**src/rtl/neural_pkg.sv**
```systemverilog
// Shared definitions for the neural unit sequencer.
//   - Default sizing of the weight stream, weight bank and layer result.
//   - Sequencer state encoding.
//   - addr_w(): width of a counter/address able to index n entries (never below 1 bit).
package neural_pkg;

  localparam int NUM_IN_DEF     = 4;
  localparam int WEIGHT_W_DEF   = 8;
  localparam int DATA_W_DEF     = 32;
  localparam int SETTLE_CYC_DEF = 3;
  localparam int TIMEOUT_DEF    = 255;

  typedef enum logic [2:0] {
    ST_IDLE,
    ST_LOAD,
    ST_SETTLE,
    ST_TRIGGER,
    ST_WAIT_DONE,
    ST_HOLD
  } state_t;

  function automatic int addr_w(input int n);
    return (n > 1) ? $clog2(n) : 1;
  endfunction

endpackage

```
**src/rtl/nu_watchdog.sv**
```systemverilog
// Watchdog for the neural unit's layer-done handshake.
// Counts cycles in which the sequencer is waiting on the unit.
//   clk     in  clock, rising edge
//   reset   in  synchronous, active-low reset
//   clear   in  restart the count from zero (issued with the sum trigger)
//   enable  in  one more waiting cycle has elapsed without layer-done
//   expired out the current enabled cycle is the TIMEOUT-th one
module nu_watchdog
  import neural_pkg::*;
#(
  parameter int TIMEOUT = TIMEOUT_DEF
) (
  input  logic clk,
  input  logic reset,
  input  logic clear,
  input  logic enable,
  output logic expired
);

  localparam int CW = $clog2(TIMEOUT + 1);

  logic [CW-1:0] count;

  // NOTE: reset is sampled on the clock edge only, so it sits inside the
  // clocked process rather than in the sensitivity list.
  always_ff @(posedge clk) begin
    if (!reset) begin
      count <= '0;
    end else if (clear) begin
      count <= '0;
    end else if (enable && !expired) begin
      count <= count + CW'(1);
    end
  end

  // Flagged one count early so the sequencer can leave on the expiring edge.
  assign expired = (count == CW'(TIMEOUT - 1));

endmodule

```
**src/rtl/neural_unit_sequencer.sv**
```systemverilog
// Control stage in front of the 4-input neural unit.
// Loads NUM_IN weights from a valid/ready stream into the unit's weight bank,
// lets the shifters settle, pulses the sum trigger, then waits for layer-done
// and holds the captured layer result until the consumer acknowledges it.
//   clk, reset                  clock; synchronous active-low reset
//   start                       begin an evaluation (IDLE only)
//   reuse_weights               with start: skip the load, keep bank contents
//   layer_sel_in                with start: 1 = activated output, 0 = raw sum
//   w_data, w_valid, w_ready    weight stream (ready only while loading)
//   nu_weight, nu_address,
//   nu_write                    registered weight-bank write port of the unit
//   nu_sum_trigger              one-cycle sum trigger to the unit
//   nu_layer_sel                layer select, held for the whole evaluation
//   nu_layer_out, nu_layer_done layer result and completion from the unit
//   result, result_valid,
//   result_ack                  held result towards the consumer
//   busy                        any state other than IDLE
//   timeout_err                 sticky watchdog flag, cleared by the next start
module neural_unit_sequencer
  import neural_pkg::*;
#(
  parameter int NUM_IN     = NUM_IN_DEF,
  parameter int WEIGHT_W   = WEIGHT_W_DEF,
  parameter int DATA_W     = DATA_W_DEF,
  parameter int SETTLE_CYC = SETTLE_CYC_DEF,
  parameter int TIMEOUT    = TIMEOUT_DEF
) (
  input  logic                        clk,
  input  logic                        reset,
  input  logic                        start,
  input  logic                        reuse_weights,
  input  logic                        layer_sel_in,
  input  logic [WEIGHT_W-1:0]         w_data,
  input  logic                        w_valid,
  output logic                        w_ready,
  output logic [WEIGHT_W-1:0]         nu_weight,
  output logic [addr_w(NUM_IN)-1:0]   nu_address,
  output logic                        nu_write,
  output logic                        nu_sum_trigger,
  output logic                        nu_layer_sel,
  input  logic [DATA_W-1:0]           nu_layer_out,
  input  logic                        nu_layer_done,
  output logic [DATA_W-1:0]           result,
  output logic                        result_valid,
  input  logic                        result_ack,
  output logic                        busy,
  output logic                        timeout_err
);

  localparam int AW = addr_w(NUM_IN);
  localparam int SW = addr_w(SETTLE_CYC);

  state_t        state, state_next;
  logic [AW-1:0] wcnt;
  logic [SW-1:0] scnt;

  logic accept_start;
  logic w_accept;
  logic wd_clear;
  logic wd_enable;
  logic wd_expired;
  logic timeout_hit;
  logic done_hit;

  nu_watchdog #(
    .TIMEOUT (TIMEOUT)
  ) u_watchdog (
    .clk     (clk),
    .reset   (reset),
    .clear   (wd_clear),
    .enable  (wd_enable),
    .expired (wd_expired)
  );

  always_ff @(posedge clk) begin
    if (!reset) begin
      state <= ST_IDLE;
    end else begin
      state <= state_next;
    end
  end

  // NOTE: every output of this block gets a default before the case, so no
  // path leaves a signal unassigned and no latch is inferred.
  always_comb begin
    state_next     = state;
    w_ready        = 1'b0;
    nu_sum_trigger = 1'b0;
    accept_start   = 1'b0;
    w_accept       = 1'b0;
    wd_clear       = 1'b0;
    wd_enable      = 1'b0;
    timeout_hit    = 1'b0;
    done_hit       = 1'b0;
    unique case (state)
      ST_IDLE: begin
        if (start) begin
          accept_start = 1'b1;
          state_next   = reuse_weights ? ST_SETTLE : ST_LOAD;
        end
      end
      ST_LOAD: begin
        w_ready = 1'b1;
        if (w_valid) begin
          w_accept = 1'b1;
          // Ready drops on the same edge as the last accept.
          if (wcnt == AW'(NUM_IN - 1)) state_next = ST_SETTLE;
        end
      end
      ST_SETTLE: begin
        if (scnt == SW'(SETTLE_CYC - 1)) state_next = ST_TRIGGER;
      end
      ST_TRIGGER: begin
        nu_sum_trigger = 1'b1;
        wd_clear       = 1'b1;
        state_next     = ST_WAIT_DONE;
      end
      ST_WAIT_DONE: begin
        // Done is checked first so it wins over a simultaneous expiry.
        if (nu_layer_done) begin
          done_hit   = 1'b1;
          state_next = ST_HOLD;
        end else begin
          wd_enable = 1'b1;
          if (wd_expired) begin
            timeout_hit = 1'b1;
            state_next  = ST_IDLE;
          end
        end
      end
      ST_HOLD: begin
        if (result_ack) state_next = ST_IDLE;
      end
      default: state_next = ST_IDLE;
    endcase
  end

  assign busy = (state != ST_IDLE);

  // NOTE: state-holding signals use non-blocking assignments so every
  // register samples the pre-edge value of the others.
  always_ff @(posedge clk) begin
    if (!reset) begin
      wcnt         <= '0;
      scnt         <= '0;
      nu_weight    <= '0;
      nu_address   <= '0;
      nu_write     <= 1'b0;
      nu_layer_sel <= 1'b0;
      result       <= '0;
      result_valid <= 1'b0;
      timeout_err  <= 1'b0;
    end else begin
      nu_write <= w_accept;
      if (w_accept) begin
        nu_weight  <= w_data;
        nu_address <= wcnt;
        wcnt       <= wcnt + AW'(1);
      end

      if (accept_start) begin
        nu_layer_sel <= layer_sel_in;
        timeout_err  <= 1'b0;
        wcnt         <= '0;
      end else if (busy && state_next == ST_IDLE) begin
        nu_layer_sel <= 1'b0;
      end

      scnt <= (state == ST_SETTLE) ? scnt + SW'(1) : '0;

      if (done_hit) begin
        result       <= nu_layer_out;
        result_valid <= 1'b1;
      end else if (state == ST_HOLD && result_ack) begin
        result_valid <= 1'b0;
      end

      if (timeout_hit) timeout_err <= 1'b1;
    end
  end

endmodule

```
**config.mk**
```make
export PLATFORM = sky130hd
export DESIGN_NAME = neural_unit_sequencer
export DESIGN_NICKNAME = d
export VERILOG_FILES = /design/src/rtl/neural_pkg.sv /design/src/rtl/nu_watchdog.sv /design/src/rtl/neural_unit_sequencer.sv
export SDC_FILE = /design/constraint.sdc
export NUM_CORES = 1
export LEC_CHECK = 0
export CORE_ASPECT_RATIO = 1.25
export CORE_MARGIN = 2
export CORE_UTILIZATION = 47
export CTS_CLUSTER_DIAMETER = 40
export DETAILED_ROUTE_END_ITERATION = 10
export HOLD_SLACK_MARGIN = 0.02
export PLACE_DENSITY = 0.82
export SYNTH_ARGS = -nofsm -noshare
export SYNTH_HDL_FRONTEND = slang
export SYNTH_SLANG_ARGS = --single-unit
```
**constraint.sdc**
```tcl
create_clock -name clk -period 3.4 [get_ports clk]
set_input_delay 0.68 -clock clk [delete_from_list [all_inputs] [get_ports clk]]
set_output_delay 0.68 -clock clk [all_outputs]
set_load 0.005 [all_outputs]
```
* After elaboration in Yosys (flattened, before gate mapping) *
Cells that the tools add are included.

cells by class
  add/subtract/negate cells = 3
  equality and inequality tests = 8
  multiplexer cells = 28
  bitwise gates (word level) = 1
  reductions and logical operators = 13

operators by type and width
  kind                                                                   number
  3-bit two-way mux                                                      7
  1-bit two-way mux                                                      19
  3-bit case mux with 6 select lines                                     1
  8-bit by 1-bit adder with 8-bit output, second input constant          1
  8-bit equality test, second input constant                             1
  3-bit by 2-bit equality test with 1-bit output, second input constant  2
  3-bit equality test, second input constant                             2
  3-bit logical NOT                                                      2
  2-bit nonzero test                                                     3
  2-bit by 1-bit adder with 2-bit output, second input constant          2
  2-bit equality test, second input constant                             2
  2-bit OR reduction                                                     2
  3-bit by 1-bit equality test with 1-bit output, second input constant  1
  1-bit logical AND                                                      3
  3-bit nonzero test                                                     1
  2-bit two-way mux                                                      1
  2-bit AND reduction                                                    1
  1-bit logical NOT                                                      1
  1-bit inverter                                                         1

storage, ports and cells
  flip-flop bits (word level) = 61
  output and inout bits = 49
  word-level logic and storage cells = 64

* Depth between registers and ports, before layout *
  word-level depth = 8
  depth in mapped cells = 6

* Modules after synthesis *
Synthesis repeated with hierarchy kept, for this count alone.

second synthesis, totals
  cells, all modules = 302
  area total of the unflattened synthesis = 2464.9 sq um

modules (own cells, without submodules)
  module                 times used  cells each  area an instance (sq um)  seq. area each (sq um)
  neural_unit_sequencer  1           251         2005.7                    1061.0
  nu_watchdog            1           51          459.2                     160.2

* Worst setup path before layout *
OpenSTA, ideal clock, no wires.

  path type = input to register
  start point = input port nu_layer_done
  end point = register u_watchdog.count[5]
  library setup time = 0.070 ns
  arrival = 1.821 ns
  data required time = 3.330 ns
  setup slack = 1.509 ns
  stages = 3
  cell sequence = or4b_4 or4_1 a21oi_1

between the ends
  cells in the longest elaborated chain, start to end = 3

RTL lines
  item                  line                          RTL
  from (decl)           neural_unit_sequencer.sv:42   input logic nu_layer_done,
  1-bit two-way mux     neural_unit_sequencer.sv:120  if (nu_layer_done) begin
  1-bit two-way mux     neural_unit_sequencer.sv:95   unique case (state)
  1-bit logical AND     nu_watchdog.sv:31             end else if (enable && !expired) begin
  to (signal assigned)  nu_watchdog.sv:32             count <= count + CW'(1);
  to (decl)             nu_watchdog.sv:22             logic [CW-1:0] count;

No other way between the ends.
A chain may end at the register's enable or synchronous reset.

* Worst setup path in the final report *
  start point = register state[0]
  end point = output port w_ready

between the ends
  cells in the longest elaborated chain, start to end = 2

RTL lines
  item                                            line                         RTL
  from (decl)                                     neural_unit_sequencer.sv:53  state_t state, state_next;
  from (signal assigned)                          neural_unit_sequencer.sv:79  state <= state_next;
  3-bit by 1-bit equality test with 1-bit output  neural_unit_sequencer.sv:95
  1-bit two-way mux                               neural_unit_sequencer.sv:95
  to (decl)                                       neural_unit_sequencer.sv:35  output logic w_ready,

No other way between the ends.

==> metrics.cfg <==
[run_status]
outcome = finished, final reports clean

[pwr]
p_clk_share_pct = 46.4
netSwitchingFraction_pct = 20.1
p_int_w = 0.00133
p_sw_w = 0.000335
powerDensity_nw_per_um2 = 446
p_leak_nw = 1.28
p_comb_share_pct = 8.9
power_frac_seq_pct = 44.7
irDropWorstVdd_v = 0.000316

[yosys]
synth.avg_cell_area_um2 = 8.56
synth-async-reset-ratio_pct = 0
synth.area.top_cells = dfxtp_1 49%, nand2_1 14%, a21boi_0 13%
synth_seq_cells = 61
syn_nets = 345
syn_inst = 293
yosysTopAreaCell = dfxtp_1
synth.distinct_cells = 37
synth-seq-area-share_pct = 48.7
synth_ff_type = dfxtp_1
synth_top_cell_area_share_pct = 48.7
synth_warnings = 0
synth_edf_count = 0
synth_area_um2 = 2510

[final_layout]
diodes = 0
syn_to_final_growth_pct = 49.0
n_fill_cell = 393
nets = 437
drive_gt1_share_pct = 5.38
multi_input_area_um2 = 1200
fin_util_pct = 73.1
register_area_um2 = 1220

[clock_network]
cts_buffers = 9
cts_max_level = 3
post_cts_buffers = 0
clock-sinks = 61
worstSkewPairLatency_ns = 0.33
root_buffer = clkbuf_8
max-clock-path-buffers = 2
cts_hold_buffers = 0
post_cts_resized = 0
clkTransAtPathRegs_ns = 0.06
cts_tree = built

[grt]
grt_max_degree = 36
grt_util_all_layers_pct = 20.8
grt_antenna_before_repair = 0
grt_pass1_vias = 2284
grt-ovfl-total = 0
grt_pass1_wl_mm = 9.84

[route]
route.vias.total = 2290
top_layer_used = met4
m1WireLength_mm = 2.47
wl_met2_mm = 2.92
remaining_drc_errors = 0
drt_iter0_drc = 113
via_per_inst = 5.07
ant_nets = 0
met3WireLength_um = 534
avgRoutedWirePerCell_um = 13.3
drtPass1Iterations = 4
wl_mm = 6.00

[floorplanning]
initial_utilization_pct = 49.0
core.rowCount = 29
die_width_um = 69.3
fp.coreArea_um2 = 5120
die_h_um = 85.7
die_area_um2 = 5940
pin_count = 97

[sta]
slew_headroom_pct = 63.9
setup_viol = 0
skew_ns = 0.00808
fin_crit_ns = 2.53
setup_tns_ns = 0
rsz0062_at_grt = false
fmax_mhz = 395
hold_violations = 0
fin_crit_sh_pct = 74.5
slew_violations = 0
tightestPinTransition_ns = 0.539

[setup_path]
crit_path_cell_trace = nor3b_1 -> clkdlybuf4s50_1
worstPathArrival_ns = 1.85
timing.reg2reg.worst_path_depth = 3
regToRegStartpoint = state[2]$_SDFF_PN0_
cp_max_fo = 14
crit_type = flip-flop to primary output
slowest_delay_ns = 0.57
cp.required_ns = 2.72
r2r_slack_ns = 1.62
slowest_stage = dfxtp_1
critPathLaunchType = flip-flop
worstReg2RegEnd = u_watchdog.count[5]$_SDFFE_PP0P_
cp-end-kind = primary output

[placement]
hpwl_mm = 4.17
gp_congestion = 0.842
io_buffer_count = 96

[min_path]
worstHoldStart = scnt[0]$_SDFF_PN0_
hold_depth = 1
hold_end = scnt[0]$_SDFF_PN0_
hp-class = flip-flop to flip-flop

[flow_run]
drv_cap = 0

cell usage in the layout (no fill, tap or decap), drive strengths merged, types with 3 or more instances in the layout:
cell            n
a21oi           8
xnor2           4
nand3           4
clkbuf         12
inv             3
ha              4
nor2           13
o21ai           3
dfxtp          61
a21boi         42
clkdlybuf4s50  96
nand4           3
buf             3
and3            4
nand2          93
and2            3
a211oi          3
bufinv          3
worst max-delay path by stage:
stage,end,depth (start not counted),from
CTS,w_ready,2,state[0]$_SDFF_PN0_
finish,w_ready,2,state[0]$_SDFF_PN0_
detailed placement,u_watchdog.count[7]$_SDFFE_PP0P_,5,nu_layer_done
global placement,u_watchdog.count[5]$_SDFFE_PP0P_,4,nu_layer_done
global route,w_ready,2,state[0]$_SDFF_PN0_
floorplan,u_watchdog.count[5]$_SDFFE_PP0P_,3,nu_layer_done
final cells by class:
cell class                      instances  share of cell area (%)
Sequential cell                        61                    32.7
Timing Repair Buffer                   99                    26.3
Multi-Input combinational cell        211                    32.2
Clock inverter                          4                    2.54
Tap cell                               62                    2.07
Inverter                                3                   0.301
Clock buffer                           12                    3.88
per-layer routing:
layer	GRT usage, %	vias to the layer above
li1	-	1166
met1	23.4	1043
met2	34.4	73
met3	9.87	8
met4	7.66	0
met5	0	-
synth_stat cells (2+ instances only):
master,n
a211oi_1,3
a21boi_0,42
a21oi_1,8
a22oi_1,2
and2_1,3
and3_1,4
buf_2,3
clkbuf_1,15
dfxtp_1,61
ha_1,4
inv_1,3
nand2_1,93
nand3_1,4
nand4_1,3
nor2_1,13
nor2b_1,2
o211ai_1,2
o21a_1,2
o21ai_0,3
or3_1,2
xnor2_1,4
xor2_1,2
through the flow:
stage	hold WS (ns)	total power, W	worst slack (ns)	cell area, µm²	cells
2_1_floorplan	0.393	0.000815	1.51	2510	293
3_3_place_gp	0.400	0.000907	0.941	3500	436
3_5_place_dp	0.407	0.000909	0.900	3500	436
4_1_cts	0.415	0.00168	0.839	3740	452
5_1_grt	0.455	0.00173	0.712	3740	452
6_report	0.412	0.00167	0.866	3740	452
kinds of logic after synthesis:
group / after synthesis / synth area share [%]
AOI/OAI and AO/OA: 67 / 19.9
adders and majority gates: 4 / 2.00
xor gates and xnor gates: 6 / 2.09
DFF: 61 / 48.7
and+or+nand+nor: 133 / 23.5
buffers and inverters: 21 / 3.29
muxes: 1 / 0.449
registers in the layout (all words and copies together) (netlist names):
register / cells
result_valid: 1
state: 3
result: 32
scnt: 2
timeout_err: 1
nu_layer_sel: 1
nu_address: 2
wcnt: 2
nu_write: 1
nu_weight: 8
u_watchdog.count: 8
critical path: cells and delay by family (launching register included):
family                 cells  cell delay (ns)
buffers and inverters      1             0.57
DFF                        1             0.57
and+or+nand+nor            1             0.39
power by group through the flow:
stage          sequential (W)  combinational, W  clock (W)
2_1_floorplan        0.000753         0.0000625          0
5_1_grt              0.000747          0.000162   0.000822
3_5_place_dp         0.000760          0.000149          0
3_3_place_gp         0.000760          0.000147          0
6_report             0.000744          0.000148   0.000774
4_1_cts              0.000744          0.000150   0.000787
Power figures use the tool's default switching activity.
==> RTL edit, RTL diff (same settings) <==
Encoding of `state_t`: now one-hot (6 bits for 6 states).
--- a/src/rtl/neural_pkg.sv
+++ b/src/rtl/neural_pkg.sv
@@ -11,11 +11,11 @@
   localparam int TIMEOUT_DEF    = 255;
 
-  typedef enum logic [2:0] {
-    ST_IDLE,
-    ST_LOAD,
-    ST_SETTLE,
-    ST_TRIGGER,
-    ST_WAIT_DONE,
-    ST_HOLD
+  typedef enum logic [5:0] {
+    ST_IDLE      = 6'b000001,
+    ST_LOAD      = 6'b000010,
+    ST_SETTLE    = 6'b000100,
+    ST_TRIGGER   = 6'b001000,
+    ST_WAIT_DONE = 6'b010000,
+    ST_HOLD      = 6'b100000
   } state_t;
 
Function: no difference found for any inputs over 10 cycles, from zero or initial values and one cycle with reset low; not proved beyond that.
==> RTL edit against the unedited design <==
- sequential cell count increased by 3
- clock skew increased by 5.2 ps
- highest routed layer unchanged
- worst setup slack got worse by 390 ps
- non-clock buffer count increased by 1
- design area increased by 0.43%
- critical path type unchanged
- routed wire length increased by 6.0%
- power decreased by 6.1%
- synthesized area increased by 2.4%
- via count increased by 8.5%
- die area increased by 2.3%
==> RTL edit: results (changes against the unedited design) <==
clock_network:
  insertion_delay_ps: 340
  post_cts_resize_count: 0  # unchanged
  clock_path_buffers: 2  # unchanged
  cts_buffers: 9  # unchanged
  cts-root-buf: "clkbuf_8"
  cts_max_level: 3  # unchanged
  clkTransAtPathRegs_ps: 70
  postCtsSetupBuffers: 0  # unchanged
finish:
  diodes: 0  # unchanged
  drive_above_1_share_pct: 6.63  # +1.2 points
  fin_cells: 471  # +4.2%
  fin_nets: 454  # +3.9%
  reg.largest.list: "result: 32 flops, nu_weight: 8 flops, u_watchdog.count: 8 flops"
  fill_cells: 460  # +17%
timing:
  period_share_pct: 86.0  # +11 points
  finClkSkew_ps: 13.3  # +5.22 ps
  hold_ws_ps: 412  # +0.399 ps
  tightest_slew_ps: 828  # +289 ps
placement:
  dpl.hpwl_mm: 4.40  # +5.4%
  placed_area_sq_um: 3550  # +1.5%
  dp_cells: 455  # +4.4%
  gp_congestion: 0.830  # -1.4%
  io_buffer_count: 96  # unchanged
  place_ws_ps: 533  # -367 ps
yosys:
  syn_nets: 363  # +5.2%
  synthCells: 311  # +6.1%
  netlist_top_cells_area: "dfxtp_1, nand2_1, a21oi_1"
  synth_seq_area_share_pct: 49.9  # +1.2 points
  async_flop_share_pct: 0  # unchanged
  synth_flop_cell: "dfxtp_1"
  ys_top_cells_by_count: "nand2_1, dfxtp_1, a21oi_1"
  ys_types: 42  # +14%
  yosysWarnings: 0  # unchanged
setup_path:
  worstPathMaxFanout: 7  # -7
  crit_arrival_ps: 2240  # +390 ps
  reg2reg_slack_ps: 1110  # -510 ps
global_routing:
  grt_max_degree: 28  # -22%
  grt_pass1_vias: 2297  # +0.57%
  antenna_found_initial: 0  # unchanged
  grt_usage_pct: 21.0  # +0.19 points
  grt_pass1_wl_mm: 10.2  # +3.2%
routing:
  initialDrtViolationCount: 90  # -20%
  wl_per_cell_um: 13.5  # +1.7%
  first_pass_iters: 5  # +1
  vias_per_cell: 5.28  # +4.1%
worst_hold_path:
  holdCritPathClass: "reg -> reg"
power_and_ir_drop:
  leakage_nw: 1.25  # -2.9%
  irDropWorstVdd_mv: 0.352  # +12%
outcome:
  status: "complete, no violations"
==> RTL edit: cell types whose count changed after synthesis, moves of 12 or more <==
cell	change
a21oi_1	+44
nand3_1	+12
a21boi_0	-42
nand2_1	-13
==> RTL edit: kinds of logic (layout without fill, tap and decap cells) <==
group / after synthesis / in the layout / synth area share (%)
mux: 2 / 2 / 0.779
xor+xnor: 2 / 2 / 0.682
fa+ha+maj: 4 / 4 / 1.95
flops: 64 / 64 / 49.9
buf+inv: 27 / 123 / 4.48
compound gates: 70 / 70 / 15.3
simple gates: 142 / 142 / 26.9
==> RTL edit: where the power goes <==
part | leakage [nW] | internal, mW | switching (mW) | total (mW)
combinational | 0.636 | 0.0795 | 0.0526 | 0.132
sequential | 0.516 | 0.757 | 0.0127 | 0.769
clock | 0.0949 | 0.359 | 0.303 | 0.663
==> RTL edit: path summary, 6_finish.rpt <==
path | startpoint | end | depth (start not counted)
max | state[2] | nu_sum_trigger | 3
min | scnt[0] | scnt[0] | 1
max reg2reg | state[0] | u_watchdog.count[6] | 4
min reg2reg | scnt[0] | scnt[0] | 1
==> RTL edit: final cells by class <==
class,instances,area (sq um),area share [%]
clock buffers,10,138,3.67
clock inverters,6,66.3,1.77
inverters,7,26.3,0.700
multi-input cells,220,1170,31.2
flip-flops and latches,64,1280,34.1
well taps,64,80.1,2.13
repair buffers,100,991,26.4
==> RTL edit: layer usage <==
layer  track usage, %  share of wire, %
met1             23.6                41
met2             37.1                51
met3             4.77               6.1
met4             10.7               1.5
met5                0                 0
==> RTL edit: worst max-delay path, cell delays in order, from the launching register on <==
cell and delay (ps):
dfxtp_1 350, or4b_2 710, nor3_1 290, clkdlybuf4s50_1 570
